$ cat src/rtl/multisim_stream_pkg.sv
// Shared sizing helpers for the multisim stream width converters.
package multisim_stream_pkg;

    typedef enum logic {
        ST_EMPTY = 1'b0,
        ST_EMIT  = 1'b1
    } ds_state_e;

    function automatic int ratio_f(input int data_width, input int out_width);
        return (out_width > 0) ? data_width / out_width : 0;
    endfunction

    // Beat index needs at least one bit even when a word is a single beat.
    function automatic int idx_w_f(input int ratio);
        return (ratio > 1) ? $clog2(ratio) : 1;
    endfunction

endpackage

$ cat src/rtl/multisim_stream_downsizer.sv
// Splits each DATA_WIDTH word from the pull client into RATIO OUT_WIDTH beats,
// flagging the final beat; back-to-back words stream without bubbles.
//
// state    | meaning
// ---------+-----------------------------------------------
// ST_EMPTY | no word held, upstream ready
// ST_EMIT  | word held, presenting beat r_idx downstream
module multisim_stream_downsizer
    import multisim_stream_pkg::*;
#(
    parameter int DATA_WIDTH = 64,
    parameter int OUT_WIDTH  = 16,
    parameter int LSB_FIRST  = 1
) (
    input  logic                  clk,
    input  logic                  rst,
    input  logic                  in_data_vld,
    output logic                  in_data_rdy,
    input  logic [DATA_WIDTH-1:0] in_data,
    output logic                  out_data_vld,
    input  logic                  out_data_rdy,
    output logic [OUT_WIDTH-1:0]  out_data,
    output logic                  out_last
);

    localparam int RATIO = ratio_f(DATA_WIDTH, OUT_WIDTH);
    localparam int IDX_W = idx_w_f(RATIO);

    if (OUT_WIDTH < 1 || DATA_WIDTH != RATIO * OUT_WIDTH) begin : g_bad_width
        $fatal(1, "multisim_stream_downsizer: DATA_WIDTH must equal RATIO*OUT_WIDTH");
    end

    ds_state_e             r_state;
    logic [IDX_W-1:0]      r_idx;
    logic [DATA_WIDTH-1:0] r_buf;

    logic w_full;
    logic w_last;
    logic w_in_xfer;
    logic w_out_xfer;

    function automatic logic [OUT_WIDTH-1:0] slice_f(
        input logic [DATA_WIDTH-1:0] word,
        input logic [IDX_W-1:0]      idx
    );
        int sel;
        sel = (LSB_FIRST != 0) ? int'(idx) : (RATIO - 1 - int'(idx));
        return word[sel*OUT_WIDTH +: OUT_WIDTH];
    endfunction

    assign w_full     = (r_state == ST_EMIT);
    assign w_last     = w_full && (r_idx == IDX_W'(RATIO - 1));
    assign w_out_xfer = w_full && out_data_rdy;
    // Ready is held low during reset so the pull client never hands over a word that is then lost.
    assign in_data_rdy = !rst && (!w_full || (w_out_xfer && w_last));
    assign w_in_xfer   = in_data_vld && in_data_rdy;

    assign out_data_vld = w_full;
    assign out_last     = w_last;
    assign out_data     = slice_f(r_buf, r_idx);

    always_ff @(posedge clk) begin
        if (rst) begin
            r_state <= ST_EMPTY;
            r_idx   <= '0;
            r_buf   <= '0;
        end else begin
            case (r_state)
                ST_EMPTY: begin
                    if (w_in_xfer) begin
                        r_buf   <= in_data;
                        r_idx   <= '0;
                        r_state <= ST_EMIT;
                    end
                end
                ST_EMIT: begin
                    if (w_out_xfer) begin
                        if (w_last) begin
                            r_idx <= '0;
                            if (w_in_xfer) begin
                                r_buf <= in_data;
                            end else begin
                                r_state <= ST_EMPTY;
                            end
                        end else begin
                            r_idx <= r_idx + IDX_W'(1);
                        end
                    end
                end
                default: r_state <= ST_EMPTY;
            endcase
        end
    end

endmodule
$ cat config.mk
export PLATFORM = sky130hd
export DESIGN_NAME = multisim_stream_downsizer
export DESIGN_NICKNAME = d
export VERILOG_FILES = /design/src/rtl/multisim_stream_pkg.sv /design/src/rtl/multisim_stream_downsizer.sv
export SDC_FILE = /design/constraint.sdc
export NUM_CORES = 1
export LEC_CHECK = 0
export CORE_MARGIN = 3
export CORE_UTILIZATION = 30
export DETAILED_ROUTE_END_ITERATION = 10
export DONT_BUFFER_PORTS = 1
export PLACE_DENSITY = 0.45
export SETUP_SLACK_MARGIN = 0.3
export SYNTH_ARGS = -nofsm -noshare
export SYNTH_HDL_FRONTEND = slang
export SYNTH_SLANG_ARGS = --single-unit
$ cat constraint.sdc
create_clock -name clk -period 3.07 [get_ports clk]
set_input_delay 0.4605 -clock clk [delete_from_list [all_inputs] [get_ports clk]]
set_output_delay 0.4605 -clock clk [all_outputs]
set_load 0.1 [all_outputs]
* Yosys cells after proc, flatten, opt, wreduce, memory -nomap -nowiden
Cells that the tools add are included.
W data, S select, Z words.
** Word-level totals
- Bits of input ports :: 68
- Logic and storage cells :: 32
- Output and inout port bits :: 19
- Register bits after elaboration :: 67
** Operators by class
- Reductions and logical operators :: 10
- Muxes and demuxes :: 12
- Bitwise gates (word level) :: 1
- Shifts and indexed selects :: 1
- Add/subtract/negate cells :: 1
- Eq/ne operators :: 4
** Operators with widths (count)
- $mux W64 :: 3
- $pmux W64 S2 :: 1
- $shiftx A64 B7 Y16 :: 1
- $mux W2 :: 3
- $logic_and A1 B1 Y1 :: 5
- $ne A2 B1 Y1 const B :: 2
- $pmux W2 S2 :: 1
- $reduce_and A2 Y1 :: 2
- $mux W1 :: 3
- $add A2 B1 Y2 const B :: 1
- $eq A2 B2 Y1 const B :: 1
- $logic_not A1 Y1 :: 2
- $ne A2 B2 Y1 const B :: 1
- $pmux W1 S2 :: 1
- $logic_or A1 B1 Y1 :: 1
- $not A1 Y1 :: 1

* Longest topological paths before layout
Gate-level depths: netlist (run 1).
- Depth after elaboration :: 10
- Gate-level depth with buffers :: 6
- Gate-level depth less buffers :: 4

* Worst setup path after synthesis (run 1)
No wires, ideal clock.
- Path type :: register -> output
- Start :: register r_state (netlist: out_data_vld)
- End :: output in_data_rdy
- Cell stages (with the launch flop) :: 3
- Path slack :: 0.382 ns
- Data required time :: 2.609 ns
- Buffers on the path :: 0
- Arrival time :: 2.227 ns
- Cells stage by stage :: dfxtp_1 > a21boi_4 > nor2_1
** On the way
- Longest elaborated chain between the ends :: 4
- Elaborated cells on any way between the ends :: 6
- Those cells by class :: reduce/logical: 6
** Ends and longest elaborated chain
- from (decl) :: line multisim_stream_downsizer.sv:33 : ds_state_e r_state;
- from (signal assigned) :: line multisim_stream_downsizer.sv:64 : r_state <= ST_EMPTY;
- from (signal assigned) :: line multisim_stream_downsizer.sv:73 : r_state <= ST_EMIT;
- from (signal assigned) :: line multisim_stream_downsizer.sv:83 : r_state <= ST_EMPTY;
- $logic_and A1 B1 Y1, on equally long branches :: line multisim_stream_downsizer.sv:53, multisim_stream_downsizer.sv:52
- $logic_and A1 B1 Y1 :: line multisim_stream_downsizer.sv:55 : assign in_data_rdy = !rst && (!w_full || (w_out_xfer && w_last));
- $logic_or A1 B1 Y1 (*) :: line multisim_stream_downsizer.sv:55
- $logic_and A1 B1 Y1 (*) :: line multisim_stream_downsizer.sv:55
- to (decl) :: line multisim_stream_downsizer.sv:18 : output logic in_data_rdy,
Mark *: on every way between the ends. The rest lies on a longest branch, timed or not.

* Worst setup path after layout (run 1)
- Start :: register r_idx[0]
- End :: output out_data[7]
** On the way
- Longest elaborated chain between the ends :: 1
** Ends and longest elaborated chain
- from (decl) :: line multisim_stream_downsizer.sv:34 : logic [IDX_W-1:0] r_idx;
- from (signal assigned) :: line multisim_stream_downsizer.sv:86 : r_idx <= r_idx + IDX_W'(1);
- $shiftx A64 B7 Y16 :: line multisim_stream_downsizer.sv:48 : return word[sel*OUT_WIDTH +: OUT_WIDTH];
- to (decl) :: line multisim_stream_downsizer.sv:22 : output logic [OUT_WIDTH-1:0] out_data,
Every way passes these cells.

==> results of run 1 <==
cell families after synthesis:
| group | share of synthesized area [%] |
|---|---|
| simple gates | 13.27 |
| fa+ha+maj | 0.3759 |
| flops | 40.30 |
| mux | 39.55 |
| buf+inv | 5.414 |
| compound gates | 1.090 |
final cells by class:
class | instances | area share (%)
flip-flops and latches | 67 | 37.49
clock buffers | 14 | 4.263
repair buffers | 7 | 1.817
well taps | 136 | 4.752
clock inverters | 2 | 0.9783
multi-input cells | 157 | 50.70
worst register-to-register path, stage by stage (launching register included):
cell and delay [ps]:
dfxtp_2 600, ha_1 320, a21boi_4 100, nor3b_4 240
buf_4 490, mux2_4 360
routing by layer:
layer / routed length, µm / up-vias
met5: 0 / -
met3: 719 / 11
li1: - / 847
met4: 125 / 0
met2: 2742 / 66
met1: 3123 / 816
state kept, by name, summed over array words and instances (netlist names):
name	count
out_data_vld	1
r_buf	64
r_idx	2
cells in the final DEF (no fill, tap or decap):
| master | instances |
|---|---|
| a21boi_4 | 1 |
| a32oi_1 | 2 |
| and2_1 | 1 |
| buf_12 | 1 |
| buf_4 | 6 |
| bufinv_16 | 1 |
| clkbuf_1 | 4 |
| clkbuf_8 | 10 |
| clkinv_2 | 1 |
| dfxtp_1 | 66 |
| dfxtp_2 | 1 |
| ha_1 | 1 |
| mux2_2 | 4 |
| mux2_4 | 60 |
| mux2i_1 | 1 |
| mux4_2 | 16 |
| nor2_1 | 5 |
| nor2_2 | 1 |
| nor2b_1 | 64 |
| nor3b_4 | 1 |
synth_stat cells (all sizes together):
cell type and number:
and2 1, a32oi 2, buf 11, a21boi 1
mux2 64, nor2b 64, nor3b 1, nor2 6
ha 1, mux2i 1, clkbuf 7, mux4 16
dfxtp 67
power by group through the flow:
stage	logic [mW]	registers, mW	clock network [mW]
2_1_floorplan	0.360	0.974	0
3_3_place_gp	0.360	0.984	0
3_5_place_dp	0.364	0.982	0
4_1_cts	0.365	0.963	0.761
5_1_grt	0.377	0.970	0.794
6_report	0.361	0.962	0.722
path summary, 6_finish.rpt:
| path | endpoint | cells past startpoint |
|---|---|---|
| worst max-delay path | out_data[7] | 2 |
| worst min-delay path | r_idx[0] | 1 |
| worst max register to register | r_buf[47] | 5 |
| worst min register to register | r_buf[43] | 2 |
==> impl_metrics.yaml, run 1 <==
power_and_ir_drop:
  p_seq_share_pct: 47.0
  cellPowerDensity_nw_per_um2: 571.2
  power_switching_uw: 565.0
  power.total_mw: 2.046
  ir_worst_vdd_mv: 0.2904
  p_clk_share_pct: 35.3
  switching_share_pct: 27.62
  power_frac_comb_pct: 17.6
  leakage_nw: 1.400
  p_int_mw: 1.481
flow_run:
  drv_cap: 0
hold_path:
  min_from: "rst"
  hold_class: "in -> reg"
clock_tree:
  cts_buffers: 9
  clockRootBuffer: "clkbuf_8"
  cts.sinks: 67
  hold_buffers: 0
  clock_latency_ps: 340
  post_cts_buffers: 0
  cts_tree: "yes"
  cts.path.max_buffers: 2
  ctsResizeCount: 0
  cts.reportedPaths.clkPinSlew_ps: 70
  htreeDepth: 3
drt:
  wl_um: 6711
  vias: 1740
  drc: 0
  post_drt_wl_per_cell_um: 17.52
  first_pass_iters: 4
  antenna_left: 0
  drt_iter0_markers: 47
  drt-vias-per-instance: 4.543
die:
  coreArea_um2: 10560
  die_h_um: 111.3
  start_util_pct: 31.53
  die_area_um2: 12390
  die_x_um: 111.3
  pin_count: 87
  num_rows: 37
global_route:
  use_met2_pct: 14.44
  met1_usage_pct: 14.59
  grt_antenna_before_repair: 0
  grt_max_degree: 70
  grt-busiest-layer: "met1"
  grt_pass1_wl_um: 10580
  grt_use_total_pct: 11.10
  met3_usage_pct: 6.823
  grt_overflow_total: 0
  grt_pass1_vias: 1825
finish:
  multi_input_area_um2: 1815
  fin_area_um2: 3581
  final-seq-area_um2: 1343
  utilization_pct: 33.93
  nFillCells: 1048
  final_layout_size_suffix_gt1_share_pct: 41.70
  final_cells: 383
  nNetsFinal: 311
  area_growth_pct: 7.594
  antenna_cells: 0
run_status:
  status: "finished clean"
sta:
  hold_ws_ps: 177.4
  fin_ws_ps: 550.9
  finClkSkew_ps: 10.38
  fin_crit_ps: 2519
  fin_crit_sh_pct: 82.05
  max_freq_mhz: 397.0
  rsz0062_at_grt: "no"
  hold_violations: 0
  slew_headroom_pct: 64.49
  setup_viol: 0
  drv_slew: 0
  setup-tns-final_ps: 0
  worstMarginPinSlew_ps: 533.8
synth:
  yosys_warnings: 0
  syn_inst: 242
  ys_ff_latch: 67
  ys_types: 17
  yosysTopAreaCellShare_pct: 40.30
  synth_nets: 311
  netlist_area_um2: 3328
  synth.avg_cell_area_um2: 13.75
  yosysSeqAreaShare_pct: 40.30
  yosysTopAreaCell: "dfxtp_1"
  synth_area_leaders: "dfxtp_1 40%, mux2_4 27%, nor2b_1 12%, mux4_2 11%, buf_12 3.6%"
placement:
  place_congestion: 0.6777
  numPortBuffers: 0
  place_ws_ps: 825.3
  place_area_um2: 3393
  dp_hpwl_um: 4410
  dp.cells: 367
setup_path:
  crit_type: "reg -> out"
  cp_cell_sequence: "buf_4 > mux4_2"
  required_ps: 2610
  startpoint: "r_idx[0]"
  worstSetupEndpointType: "output pin"
  rrSetupSlack_ps: 850
  cp-start-kind: "flip-flop"
  worst-path-buf-inv: 1
  reg2reg_from: "r_idx[0]"
  crit_arrival_ps: 2060
  cpPeakStageDelay_ps: 810
  path_delay_family: "multiplexers"
  path_max_fanout: 13
  cpMaxStageDelayCell: "mux4_2"
Power figures use the tool's default switching activity.
==> run 2: changes to the inputs <==
- PLACE_DENSITY: 0.45 -> 0.46
- clock period: 3.07 -> 2.25 ns (I/O delays scaled with it)
==> run 2 against run 1 <==
Clock power up 39%. Die area unchanged. Flip-flop and latch count unchanged. Via count up 3.0%. Design area up 12%. Largest power group unchanged. Core utilization up 4.1 points. Non-clock buffer count up 18. Hold slack worse by 100 ps. Clock-buffer cell count down 3. Cell count up 4.7%. Power up 43%. Clock skew down 4.1 ps. Critical path type unchanged.
==> impl_metrics.yaml, run 2 (same netlist as run 1, synthesis figures left out) <==
run_status:
  status: "finished clean"
placement:
  dp_hpwl_um: 4258
  place_ws_ps: 416.6
  dp.cells: 383
  place_congestion: 0.6861
  place_area_um2: 3754
  numPortBuffers: 0
setup_path:
  path_max_fanout: 4
  cp_cell_sequence: "clkbuf_16 > mux4_2 > buf_12"
  crit_type: "reg -> out"
  worstSetupEndpointType: "output pin"
  rr_worst_depth: 5
  startpoint: "r_idx[0]"
  cpMaxStageDelayCell: "mux4_2"
  crit_arrival_ps: 1640
  cpPeakStageDelay_ps: 530
  cp-start-kind: "flip-flop"
  rrSetupSlack_ps: 430
  reg2reg_from: "r_idx[0]"
  reg2reg_to: "r_buf[44]"
  required_ps: 1910
power_and_ir_drop:
  ir_worst_vdd_mv: 0.4367
  leakage_nw: 1.577
  cellPowerDensity_nw_per_um2: 730.3
clock_tree:
  cts_buffers: 9
  htreeDepth: 3
  cts_tree: "yes"
  hold_buffers: 0
  cts.reportedPaths.clkPinSlew_ps: 70
  cts.sinks: 67
  clock_latency_ps: 340
  clockRootBuffer: "clkbuf_8"
  cts.path.max_buffers: 2
sta:
  worstMarginPinSlew_ps: 322.0
  finClkSkew_ps: 6.316
  slew_headroom_pct: 78.54
  setup-tns-final_ps: 0
  drv_slew: 0
  fin_crit_ps: 1982
  fin_crit_sh_pct: 88.11
  fin_ws_ps: 267.5
  hold_ws_ps: 73.05
  max_freq_mhz: 504.4
  hold_violations: 0
  setup_viol: 0
  rsz0062_at_grt: "yes"
finish:
  nFillCells: 1050
  nNetsFinal: 329
  layout_commonest_cell: "dfxtp_1"
  final_layout_size_suffix_gt1_share_pct: 47.55
  antenna_cells: 0
  final_cell_mix: "65 x dfxtp_1, 64 x nor2b_1, 60 x mux2_4"
  fin_area_um2: 4015
  largest_reg_flops: 64
  area_growth_pct: 20.64
  final_cells: 401
  top_register: "r_buf"
global_route:
  grt_pass1_wl_um: 11250
  grt_max_degree: 70
  grt_antenna_before_repair: 0
  grt_overflow_total: 0
  grt_use_total_pct: 11.74
  grt_pass1_vias: 1939
die:
  pin_count: 87
  die_area_um2: 12390
  num_rows: 37
  coreArea_um2: 10560
  die_x_um: 111.3
  die_h_um: 111.3
  start_util_pct: 31.53
flow_run:
  drv_cap: 0
drt:
  post_drt_wl_per_cell_um: 17.13
  drt_iter0_markers: 56
  first_pass_iters: 3
  antenna_left: 0
  drc: 0
  wl_um: 6868
  drt-vias-per-instance: 4.471
  vias: 1793
hold_path:
  min_from: "rst"
  hold_depth: 1
  hold_path_end: "out_data_vld"
  hold_class: "in -> reg"
==> run 2: cell types whose count changed in the layout (fill, tap and decap cells not counted) <==
| cell | before | now |
|---|---|---|
| buf_12 | 1 | 21 |
| buf_4 | 6 | 2 |
| clkbuf_1 | 4 | 1 |
| clkinv_2 | 1 | 3 |
| and2_1 | 1 | 0 |
| and2_2 | 0 | 1 |
| buf_16 | 0 | 1 |
| clkbuf_16 | 0 | 1 |
| clkinvlp_4 | 0 | 1 |
| dfxtp_1 | 66 | 65 |
| dfxtp_4 | 0 | 1 |
==> run 2: timing repair <==
item,in CTS,in global routing
gates resized for setup,5,0
endpoints found under the setup margin,16,16
gates cloned,1,1
hold endpoints to repair,0,0
pin swaps,0,0
setup buffers,0,0
==> run 2: critical path: cells and delay by family, from the launching register on <==
| kind | cells | cell delay [ps] |
|---|---|---|
| DFF | 1 | 410 |
| buffers and inverters | 2 | 370 |
| muxes | 1 | 530 |
==> run 2: power by group <==
| group | total, mW | switching, mW | internal (mW) |
|---|---|---|---|
| Combinational | 0.621 | 0.309 | 0.312 |
| Clock | 1.00 | 0.465 | 0.537 |
| Sequential | 1.31 | 0.0391 | 1.27 |
| Total | 2.93 | 0.814 | 2.12 |
==> run 2: worst max-delay path by stage <==
stage | endpoint | slack [ps] | depth (start not counted)
2_1_floorplan | out_data[0] | 320 | 3
3_3_place_gp | out_data[15] | 430 | 3
3_5_place_dp | out_data[15] | 420 | 3
4_1_cts | out_data[12] | 230 | 3
5_1_grt | out_data[7] | 190 | 3
6_report | out_data[7] | 270 | 3
==> run 2: cell type report <==
type	instances	area (µm²)	area share [%]
Multi-Input combinational cell	157	1817	45.25
Clock buffer	11	141.4	3.521
Sequential cell	67	1346	33.53
Tap cell	136	170.2	4.238
Clock inverter	5	52.55	1.309
Timing Repair Buffer	25	488.0	12.15
==> run 2: layer usage <==
layer	wire length, µm	global-route usage, %
met2	3195	17.61
met3	444	4.640
met4	131	4.866
met5	0	0
met1	3096	15.07
==> run 2: through the flow <==
stage                     power, mW  utilization, %
after detailed placement      1.948           35.56
after floorplan               1.821               -
after global routing          3.071           38.04
after CTS                     2.979           37.80
final                         2.932           38.04
after global placement        1.944           35.56
==> run 3: changes to the inputs <==
- clock period: 2.25 -> 1.8 ns (I/O delays scaled with it)
==> run 3 against run 2 <==
Sequential share of layout area down 0.72 points. Die area stayed put. Clock skew decreased by 0.71 ps. Via count up 2.7%. Core utilization up 0.91 points. Critical path depth unchanged. Clock-buffer cell count up 2. Sequential power increased by 24%. Largest power group unchanged. The flow now finishes with violations (negative setup slack). Routed wire length grew 2.8%. Global-route usage increased by 0.29 points.
==> impl_metrics.yaml, run 3 (same netlist as run 1, synthesis figures left out) <==
drt:
  antenna_left: 0
  post_drt_wl_per_cell_um: 17.30
  vias: 1842
  first_pass_iters: 3
  wl_um: 7058
  drc: 0
  drt-vias-per-instance: 4.515
  drt_iter0_markers: 74
clock_tree:
  cts_tree: "yes"
  cts_buffers: 9
  clock_latency_ps: 340
  cts.reportedPaths.clkPinSlew_ps: 70
  cts.path.max_buffers: 2
  clockRootBuffer: "clkbuf_8"
  htreeDepth: 3
  cts.sinks: 67
setup_path:
  cpMaxStageDelayCell: "mux4_2"
  startpoint: "r_idx[0]"
  cpPeakStageDelay_ps: 550
  path_max_fanout: 10
  cp-start-kind: "flip-flop"
  worst-path-buf-inv: 2
  reg2reg_from: "r_idx[0]"
  path_delay_family: "multiplexers"
  worstSetupEndpointType: "output pin"
  crit_arrival_ps: 1620
  required_ps: 1530
  crit_type: "reg -> out"
  cp_common_cell: "buf_12"
  cp_cell_sequence: "buf_12 > mux4_2 > buf_12"
die:
  die_h_um: 111.3
  die_area_um2: 12390
  pin_count: 87
  coreArea_um2: 10560
  die_x_um: 111.3
  num_rows: 37
  start_util_pct: 31.53
sta:
  slew_headroom_pct: 80.28
  fin_crit_sh_pct: 105.3
  setup_viol: 25
  fin_ws_ps: -94.66
  drv_slew: 0
  hold_ws_ps: 61.95
  fin_crit_ps: 1895
  hold_violations: 0
  max_freq_mhz: 527.8
  worstMarginPinSlew_ps: 295.8
  rsz0062_at_grt: "yes"
  finClkSkew_ps: 5.610
hold_path:
  hold_class: "in -> reg"
  min_from: "in_data_vld"
placement:
  place_ws_ps: 99.83
  place_congestion: 0.6443
  dp_hpwl_um: 4555
  numPortBuffers: 0
  dp.cells: 389
  place_area_um2: 3806
finish:
  final_cell_mix: "65 x dfxtp_1, 64 x nor2b_1, 60 x mux2_4"
  top_register: "r_buf"
  largest_reg_flops: 64
  final-seq-area_um2: 1349
  multi_input_area_um2: 1822
  area_growth_pct: 23.53
  final_cells: 408
  layout_commonest_cell: "dfxtp_1"
  nNetsFinal: 337
  nFillCells: 1010
  antenna_cells: 0
  fin_area_um2: 4111
  final_layout_size_suffix_gt1_share_pct: 48.53
  utilization_pct: 38.95
flow_run:
  drv_cap: 0
power_and_ir_drop:
  cellPowerDensity_nw_per_um2: 874.2
  leakage_nw: 1.633
  ir_worst_vdd_mv: 0.3125
global_route:
  grt_overflow_total: 0
  grt_pass1_wl_um: 11430
  grt_pass1_vias: 2068
  grt_antenna_before_repair: 0
  grt_max_degree: 68
  grt_use_total_pct: 12.03
run_status:
  status: "complete, but fails checks"
  violations: "negative setup slack"
-- run 3: stage by stage --
step / power [mW] / TNS (ps)
detailed placement: 2.445 / 0
global route: 3.782 / -7201
CTS: 3.669 / -1915
global placement: 2.440 / 0
floorplan: 2.283 / 0
finish: 3.594 / -1292
-- run 3: worst register-to-register path, stage by stage, from the launching register on --
cell and delay [ps]:
dfxtp_4 380, ha_1 230, a21boi_4 80, nor3b_4 220, buf_12 140, buf_4 150, buf_4 200, mux2_4 310
-- run 3: worst paths after layout --
kind                  end  slack [ps]  cells after the start
max           out_data[0]         -90                      3
min          out_data_vld          60                      2
max reg2reg      r_buf[5]         -20                      7
min reg2reg     r_buf[43]         600                      2
-- run 3: repair_timing --
| action | CTS | global route |
|---|---|---|
| hold buffers | 1 | 0 |
| endpoints found under the hold margin | 3 | 0 |
| endpoints found under the setup margin | 81 | 82 |
| gates cloned | 2 | 0 |
| setup buffers | 1 | 0 |
| gates resized for setup | 8 | 0 |
-- run 3: area by class of cell --
type                    count  area share [%]
clock inverters             2          0.2435
well taps                 136           4.139
repair buffers             33           14.39
flip-flops and latches     67           32.81
clock buffers              13           4.108
multi-input cells         157           44.31
-- run 3: power breakdown --
part	internal, mW	total [mW]	switching (mW)
Clock	0.602	1.15	0.550
Combinational	0.415	0.809	0.393
Sequential	1.59	1.63	0.0463
-- run 3: routing by layer --
layer	wire length (µm)	vias to the layer above	GRT usage (%)
met5	0	-	0
met1	3091	887	14.83
met4	144	0	7.056
met3	408	8	3.493
met2	3414	51	18.70
li1	-	896	-
